`src/rtl/pipe_ctrl.sv`:
```
// Pipeline sequencing controller: latch enables/flushes, PC control, memory gating,
// run/halt state and saturating stall/redirect counters.
module pipe_ctrl #(
   parameter int CNT_W = 16
) (
   input  logic             CLK,
   input  logic             RST,
   input  logic             ihit,
   input  logic             dhit,
   input  logic             mem_dREN,
   input  logic             mem_dWEN,
   input  logic             mem_taken,
   input  logic             idex_memRead,
   input  logic [4:0]       idex_rt,
   input  logic [4:0]       ifid_rs,
   input  logic [4:0]       ifid_rt,
   input  logic             wb_halt,
   output logic             pc_en,
   output logic             pc_redirect,
   output logic             ifid_en,
   output logic             idex_en,
   output logic             exmem_en,
   output logic             memwb_en,
   output logic             ifid_flush,
   output logic             idex_flush,
   output logic             exmem_flush,
   output logic             imemREN,
   output logic             dmemREN,
   output logic             dmemWEN,
   output logic             halt,
   output logic [CNT_W-1:0] stall_cnt,
   output logic [CNT_W-1:0] flush_cnt
);

   typedef enum logic [1:0] {RUN, DWAIT, HALTED} state_t;

   state_t state;
   logic   dstall;
   logic   luse;
   logic   halted;

   assign dstall = (mem_dREN | mem_dWEN) & ~dhit;
   assign luse   = idex_memRead & (idex_rt != 5'd0) &
                   ((idex_rt == ifid_rs) | (idex_rt == ifid_rt));
   // A reset cycle behaves as RUN even if the register still says HALTED.
   assign halted = (state == HALTED) & ~RST;

   always_comb begin
      pc_en       = 1'b0;
      pc_redirect = 1'b0;
      ifid_en     = 1'b0;
      idex_en     = 1'b0;
      exmem_en    = 1'b0;
      memwb_en    = 1'b0;
      ifid_flush  = 1'b0;
      idex_flush  = 1'b0;
      exmem_flush = 1'b0;
      imemREN     = 1'b0;
      dmemREN     = 1'b0;
      dmemWEN     = 1'b0;
      if (!halted) begin
         imemREN = 1'b1;
         dmemREN = mem_dREN;
         dmemWEN = mem_dWEN;
         if (wb_halt || dstall) begin
            pc_en = 1'b0;
         end else if (mem_taken) begin
            pc_en       = 1'b1;
            pc_redirect = 1'b1;
            ifid_en     = 1'b1;
            idex_en     = 1'b1;
            exmem_en    = 1'b1;
            memwb_en    = 1'b1;
            ifid_flush  = 1'b1;
            idex_flush  = 1'b1;
            exmem_flush = 1'b1;
         end else if (luse) begin
            idex_en    = 1'b1;
            idex_flush = 1'b1;
            exmem_en   = 1'b1;
            memwb_en   = 1'b1;
         end else if (!ihit) begin
            ifid_en    = 1'b1;
            ifid_flush = 1'b1;
            idex_en    = 1'b1;
            exmem_en   = 1'b1;
            memwb_en   = 1'b1;
         end else begin
            pc_en    = 1'b1;
            ifid_en  = 1'b1;
            idex_en  = 1'b1;
            exmem_en = 1'b1;
            memwb_en = 1'b1;
         end
      end
   end

   always_ff @(posedge CLK) begin
      if (RST) begin
         state     <= RUN;
         halt      <= 1'b0;
         stall_cnt <= '0;
         flush_cnt <= '0;
      end else if (state != HALTED) begin
         if (wb_halt) begin
            state <= HALTED;
            halt  <= 1'b1;
         end else if (dstall) begin
            state <= DWAIT;
         end else begin
            state <= RUN;
         end
         if (!pc_en && stall_cnt != '1)
            stall_cnt <= stall_cnt + 1'b1;
         if (pc_redirect && flush_cnt != '1)
            flush_cnt <= flush_cnt + 1'b1;
      end
   end

endmodule

```
`config.mk`:
```
export PLATFORM = sky130hd
export DESIGN_NAME = pipe_ctrl
export DESIGN_NICKNAME = d
export VERILOG_FILES = /design/src/rtl/pipe_ctrl.sv
export SDC_FILE = /design/constraint.sdc
export NUM_CORES = 1
export LEC_CHECK = 0
export ABC_AREA = 1
export BUFFER_PORTS_ARGS = -buffer_cell sky130_fd_sc_hd__buf_2
export CELL_PAD_IN_SITES_DETAIL_PLACEMENT = 0
export CELL_PAD_IN_SITES_GLOBAL_PLACEMENT = 1
export CORE_ASPECT_RATIO = 1.4
export CORE_MARGIN = 2
export CORE_UTILIZATION = 25
export DETAILED_ROUTE_END_ITERATION = 10
export PLACE_DENSITY = 0.58
export SYNTH_ARGS = -nofsm -noshare
export SYNTH_HDL_FRONTEND = slang
export SYNTH_SLANG_ARGS = --single-unit
```
`constraint.sdc`:
```
create_clock -name CLK -period 1.88 [get_ports CLK]
set_input_delay 0.188 -clock CLK [delete_from_list [all_inputs] [get_ports CLK]]
set_output_delay 0.188 -clock CLK [all_outputs]
set_load 0.01 [all_outputs]
```
# After elaboration in Yosys (flattened, before gate mapping)
# Cells that the tools add are included.
# W data, S select, Z words.
# word_totals
regBits	35
word_cells	56
# classes
reduce_logical	8
n_mux	28
bitwise_logic	8
add_sub_neg	2
eq_ne	6
# ops
operator	count
$add A16 B1 Y16 const B	2
$ne A16 B16 Y1 const B	2
$mux W1	27
$eq A5 B5 Y1	2
$reduce_and A2 Y1	3
$reduce_bool A5 Y1	1
$and A1 B1 Y1	4
$eq A2 B2 Y1 const B	1
$logic_and A1 B1 Y1	2
$mux W2	1
$ne A2 B2 Y1 const B	1
$not A1 Y1	2
$or A1 B1 Y1	2
$logic_not A1 Y1	1
$logic_or A1 B1 Y1	1

# Depth between registers and ports, before layout
# logic_depth
ltp_word	10
depth_mapped	12
ltp_nobuf	11

# Worst setup path before layout
# OpenSTA, ideal clock, no wires.
# synth_timing
path_type	register to register
from	register stall_cnt[0]
to	register stall_cnt[6]
path_stages_with_launch	10
t_arrival_ps	1556
period_less_slack_ps	1688
setup_time_ps	132
setup_slack_ps	192
required_time_ps	1748
path_cell_list	dfxtp_1 > ha_1 > nand2_2 > nor2_2 > nand3b_1 > o21ai_2 > inv_2 > buf_1 > nand4_1 > a21oi_1
# synth_between
elab_chain_len	3
elab_cells_between_ends	4
cone_classes	1 x add/sub; 1 x eq/ne; 2 x reduce/logical
# synth_lines
element	line_no	rtl
from (decl)	31	output logic [CNT_W-1:0] stall_cnt,
from (signal assigned)	114	stall_cnt <= stall_cnt + 1'b1;
parallel branches: the longest is 3 deep, another holds $add A16 B1 Y16	n/a	
# Several ways; the timed one is not identified.
# A chain may end at the register's enable or synchronous reset.

# Final worst setup path
# layout_timing
from	register state[0]
to	output port ifid_flush
# layout_between
elab_chain_len	3
# layout_lines
element	line_no	rtl
from (decl)	37	state_t state;
from (signal assigned)	100	state <= RUN;
from (signal assigned)	106	state <= HALTED;
from (signal assigned)	109	state <= DWAIT;
$eq A2 B2 Y1	46	assign halted = (state == HALTED) & ~RST;
$and A1 B1 Y1	46	
$mux W1	61	if (!halted) begin
to (decl)	24	output logic ifid_flush,
# No other way between the ends.

==> flow_results.org <==
** Status
- The flow ran to the end, and the final reports show no timing, DRC or antenna violations.

** CTS
- For this design, the sink count on the clock tree is 35.
- Number of hold buffers added after cts :: 0
- Num CTS Buffers :: 5
- Resized cells post-CTS :: 1
- Worst-Skew Late Latency :: 0.28 ns
- Root buffer cell :: clkbuf_16
- Number of setup buffers added after CTS :: 0
- Clock-pin slew was measured on the worst setup and hold paths at 0.06 ns.
- Maximum buffer depth of the clock tree :: 2
- TritonCTS built the clock tree.
- In this run the number of H-tree levels came out at 2.

** Layout
- After filler insertion, the fill cell instance count of the layout stands at 1023.
- After the last flow step, the layout net total stands at 440.
- Fraction of final layout cells sized beyond drive strength 1 :: 27.2%
- Area growth from synthesis to layout :: 29.0%
- The repair_antennas step left the layout with diodes totalling 0.

** Worst setup path
- Worst Setup Start Kind :: register
- Worst endpoint data arrival time :: 1.59 ns
- Of all nets on the critical path, the largest fanout is 21.
- Data on the critical path is required at its endpoint by 1.69 ns.
- Crit end category :: output port
- Critical setup path kind :: register to output port

** Timing
- Unrepaired setup endpoints after global routing :: no
- The final number of max-transition violations came to 0.
- Final hold analysis gives a worst-case slack of 0.163 ns.
- Rel. slew slack :: 73.1%
- Of the available clock period, the critical path in the final layout requires 94.8%.
- Shortest clock period the worst path allows after layout :: 1.78 ns
- Summed over all failing endpoints, the final setup total negative slack is 0 ns.
- Number of hold-slack violations in the final timing report :: 0
- Achievable Freq :: 561 MHz
- Worst clock skew on the final layout :: 0.00535 ns
- Worst Max-Slew Pin Slew :: 0.399 ns
- Final setup fails :: 0

** Detailed routing
- In the final routing, the length of wire on met1 measures 2580 um.
- After detailed routing, no signal wire sits above met4.
- Final routed DRC violation total :: 0
- Detailed Routing Iterations Pass 1 :: 4
- Count of nets left with antenna violations after detail routing :: 0
- Wire segments on met3 add up to 295 um in the final route.
- Dividing the detail-routed via count by the number of cells gives 4.57.
- The routed design uses 3650 um of met2 wire.
- Detailed-route via count :: 2385
- After detailed routing, the average wire length per cell comes to 12.6 um.
- Wire length after detailed routing :: 6580 um
- Number of DRC markers after the initial detailed-route iteration :: 75

** Floorplanning
- Horiz. Die Dim :: 84.4 um
- After floorplanning, the core was sized to cover 8930 um2.
- Overall die area :: 9840 um2
- In this run the core area contains 41 standard-cell rows.
- Effective utilization at floorplan :: 25.4%
- During I/O placement, the number of pins put on the boundary was 69.
- The floorplan step set the die height to 117 um.

** Yosys
- The synthesized design spends more area on one cell type than any other, namely dfxtp_1.
- The mapped netlist covers 2260 um2.
- For this run, the leading register cell type out of synthesis is dfxtp_1.
- Avg Cell Area, Syn :: 6.72 um2
- In the synthesized netlist, the cells that appear most often are nand2_1 (81), inv_1 (45), dfxtp_1 (35).
- Syn Inst Count :: 337
- In this run, synthesis produced a sequential element count of 35.
- Asr flop ratio synth :: 0%
- EDFF count, synth :: 0
- Share of the synthesized area in the top cell type :: 31.0%
- Most frequent cell after synthesis :: nand2_1
- Yosys attributes the largest share of cell area to dfxtp_1 (31%), nand2_1 (13%), inv_1 (7.5%).
- During synthesis, Yosys emitted a total of 0 warnings.
- For this run, the register share of the synthesized area comes to 31.0%.
- Synthesis produced a netlist with a net count of 363.
- Count of distinct cell types in the synthesized netlist :: 35

** Flow run
- The tool flagged a number of max-cap violations equal to 0.

** Global route
- The number of antenna violations at the first check in global routing was 0.
- The total overflow left after global routing is 0.
- For this run, the total global-route usage over all layers was measured as 13.6%.
- The first global-routing pass estimated 10900 um of wire.
- Maximum number of pins on one net before global-route repair :: 26
- Number of global-route vias before repair :: 2343

** Power and ir drop
- For this design the ratio of total power to cell area is 623 nW/um2.
- Max rail drop VDD :: 0.000269 V
- Reported leakage power :: 0.00134 uW

** Worst hold path
- HP Class :: primary input to register

** Placed design
- Number of port buffers :: 68
- Total half-perimeter wirelength after legalization and detailed placement :: 5110 um
- Routability-driven placement finished with a final weighted congestion of 0.813.
==> kinds of logic after synthesis <==
logic type,share of synthesized area (%)
AOI/OAI and AO/OA,12.2
buffers and inverters,11.5
and+or+nand+nor,37.3
DFF,31.0
adders and majority gates,1.11
xor gates and xnor gates,6.97
==> area by class of cell <==
cell class                 count  area (um2)  area share [%]
timing repair buffer          83         457            15.6
clock buffer                   7         133            4.54
tap                          107         134            4.59
inverter                      48         180            6.17
clock inverter                 1        5.00           0.171
sequential                    35         701            24.0
multi-input combinational    241        1310            44.9
==> power by group <==
| part | total [uW] | switching [uW] | internal [uW] | leakage (uW) |
|---|---|---|---|---|
| Combinational | 255 | 159 | 96.3 | 0.000988 |
| Clock | 803 | 313 | 490 | 0.0000679 |
| Sequential | 760 | 6.49 | 754 | 0.000283 |
| Total | 1820 | 478 | 1340 | 0.00134 |
==> registers in the layout, summed over array words and instances, names as in the netlist <==
name	flops
halt	1
state	2
stall_cnt	16
flush_cnt	16
==> worst paths after layout <==
| path | depth (start not counted) | endpoint | slack, ns | from |
|---|---|---|---|---|
| max | 8 | ifid_flush | 0.1 | state[0] |
| max reg2reg | 12 | flush_cnt[10] | 0.19 | flush_cnt[0] |
| min | 3 | halt | 0.16 | wb_halt |
| min reg2reg | 2 | halt | 0.46 | halt |
==> placed cells by master (no fill, tap or decap), types with 4 or more instances in the layout <==
cell type	Yosys	layout
nand4_1	21	21
nand2_2	5	6
buf_4	4	14
dfxtp_1	35	35
nand2_1	81	80
o21ai_0	8	8
nor2_1	24	24
a21oi_1	31	31
clkbuf_16	0	5
xor2_1	10	10
nor2_4	3	4
buf_2	1	68
o21ai_1	4	4
inv_1	45	45
xnor2_1	8	8
nor3_1	9	9
nand3_1	13	13
==> per-layer routing <==
metal,up-vias,track usage (%)
met4,0,3.60
met2,47,27.7
met5,-,0
li1,1242,-
met3,7,2.69
met1,1089,14.0
==> through the flow <==
step / std cells / instance area (um2) / setup slack (ns) / utilization [%] / total power [uW]
floorplan: 337 / 2260 / 0.192 / - / 935
global placement: 514 / 2770 / 0.195 / 31.0 / 1030
detailed placement: 514 / 2770 / 0.150 / 31.0 / 1030
CTS: 522 / 2910 / 0.0525 / 32.6 / 1860
global route: 522 / 2920 / 0.00211 / 32.7 / 1910
finish: 522 / 2920 / 0.0982 / 32.7 / 1820
==> worst max-delay path: stages (launching register included) <==
cell	delay, ns
dfxtp_1	0.31
inv_1	0.04
nand2_2	0.15
nor2_4	0.06
nor2_4	0.20
nand2_4	0.07
buf_6	0.18
o21ai_0	0.12
buf_2	0.18
Power figures use the tool's default switching activity.
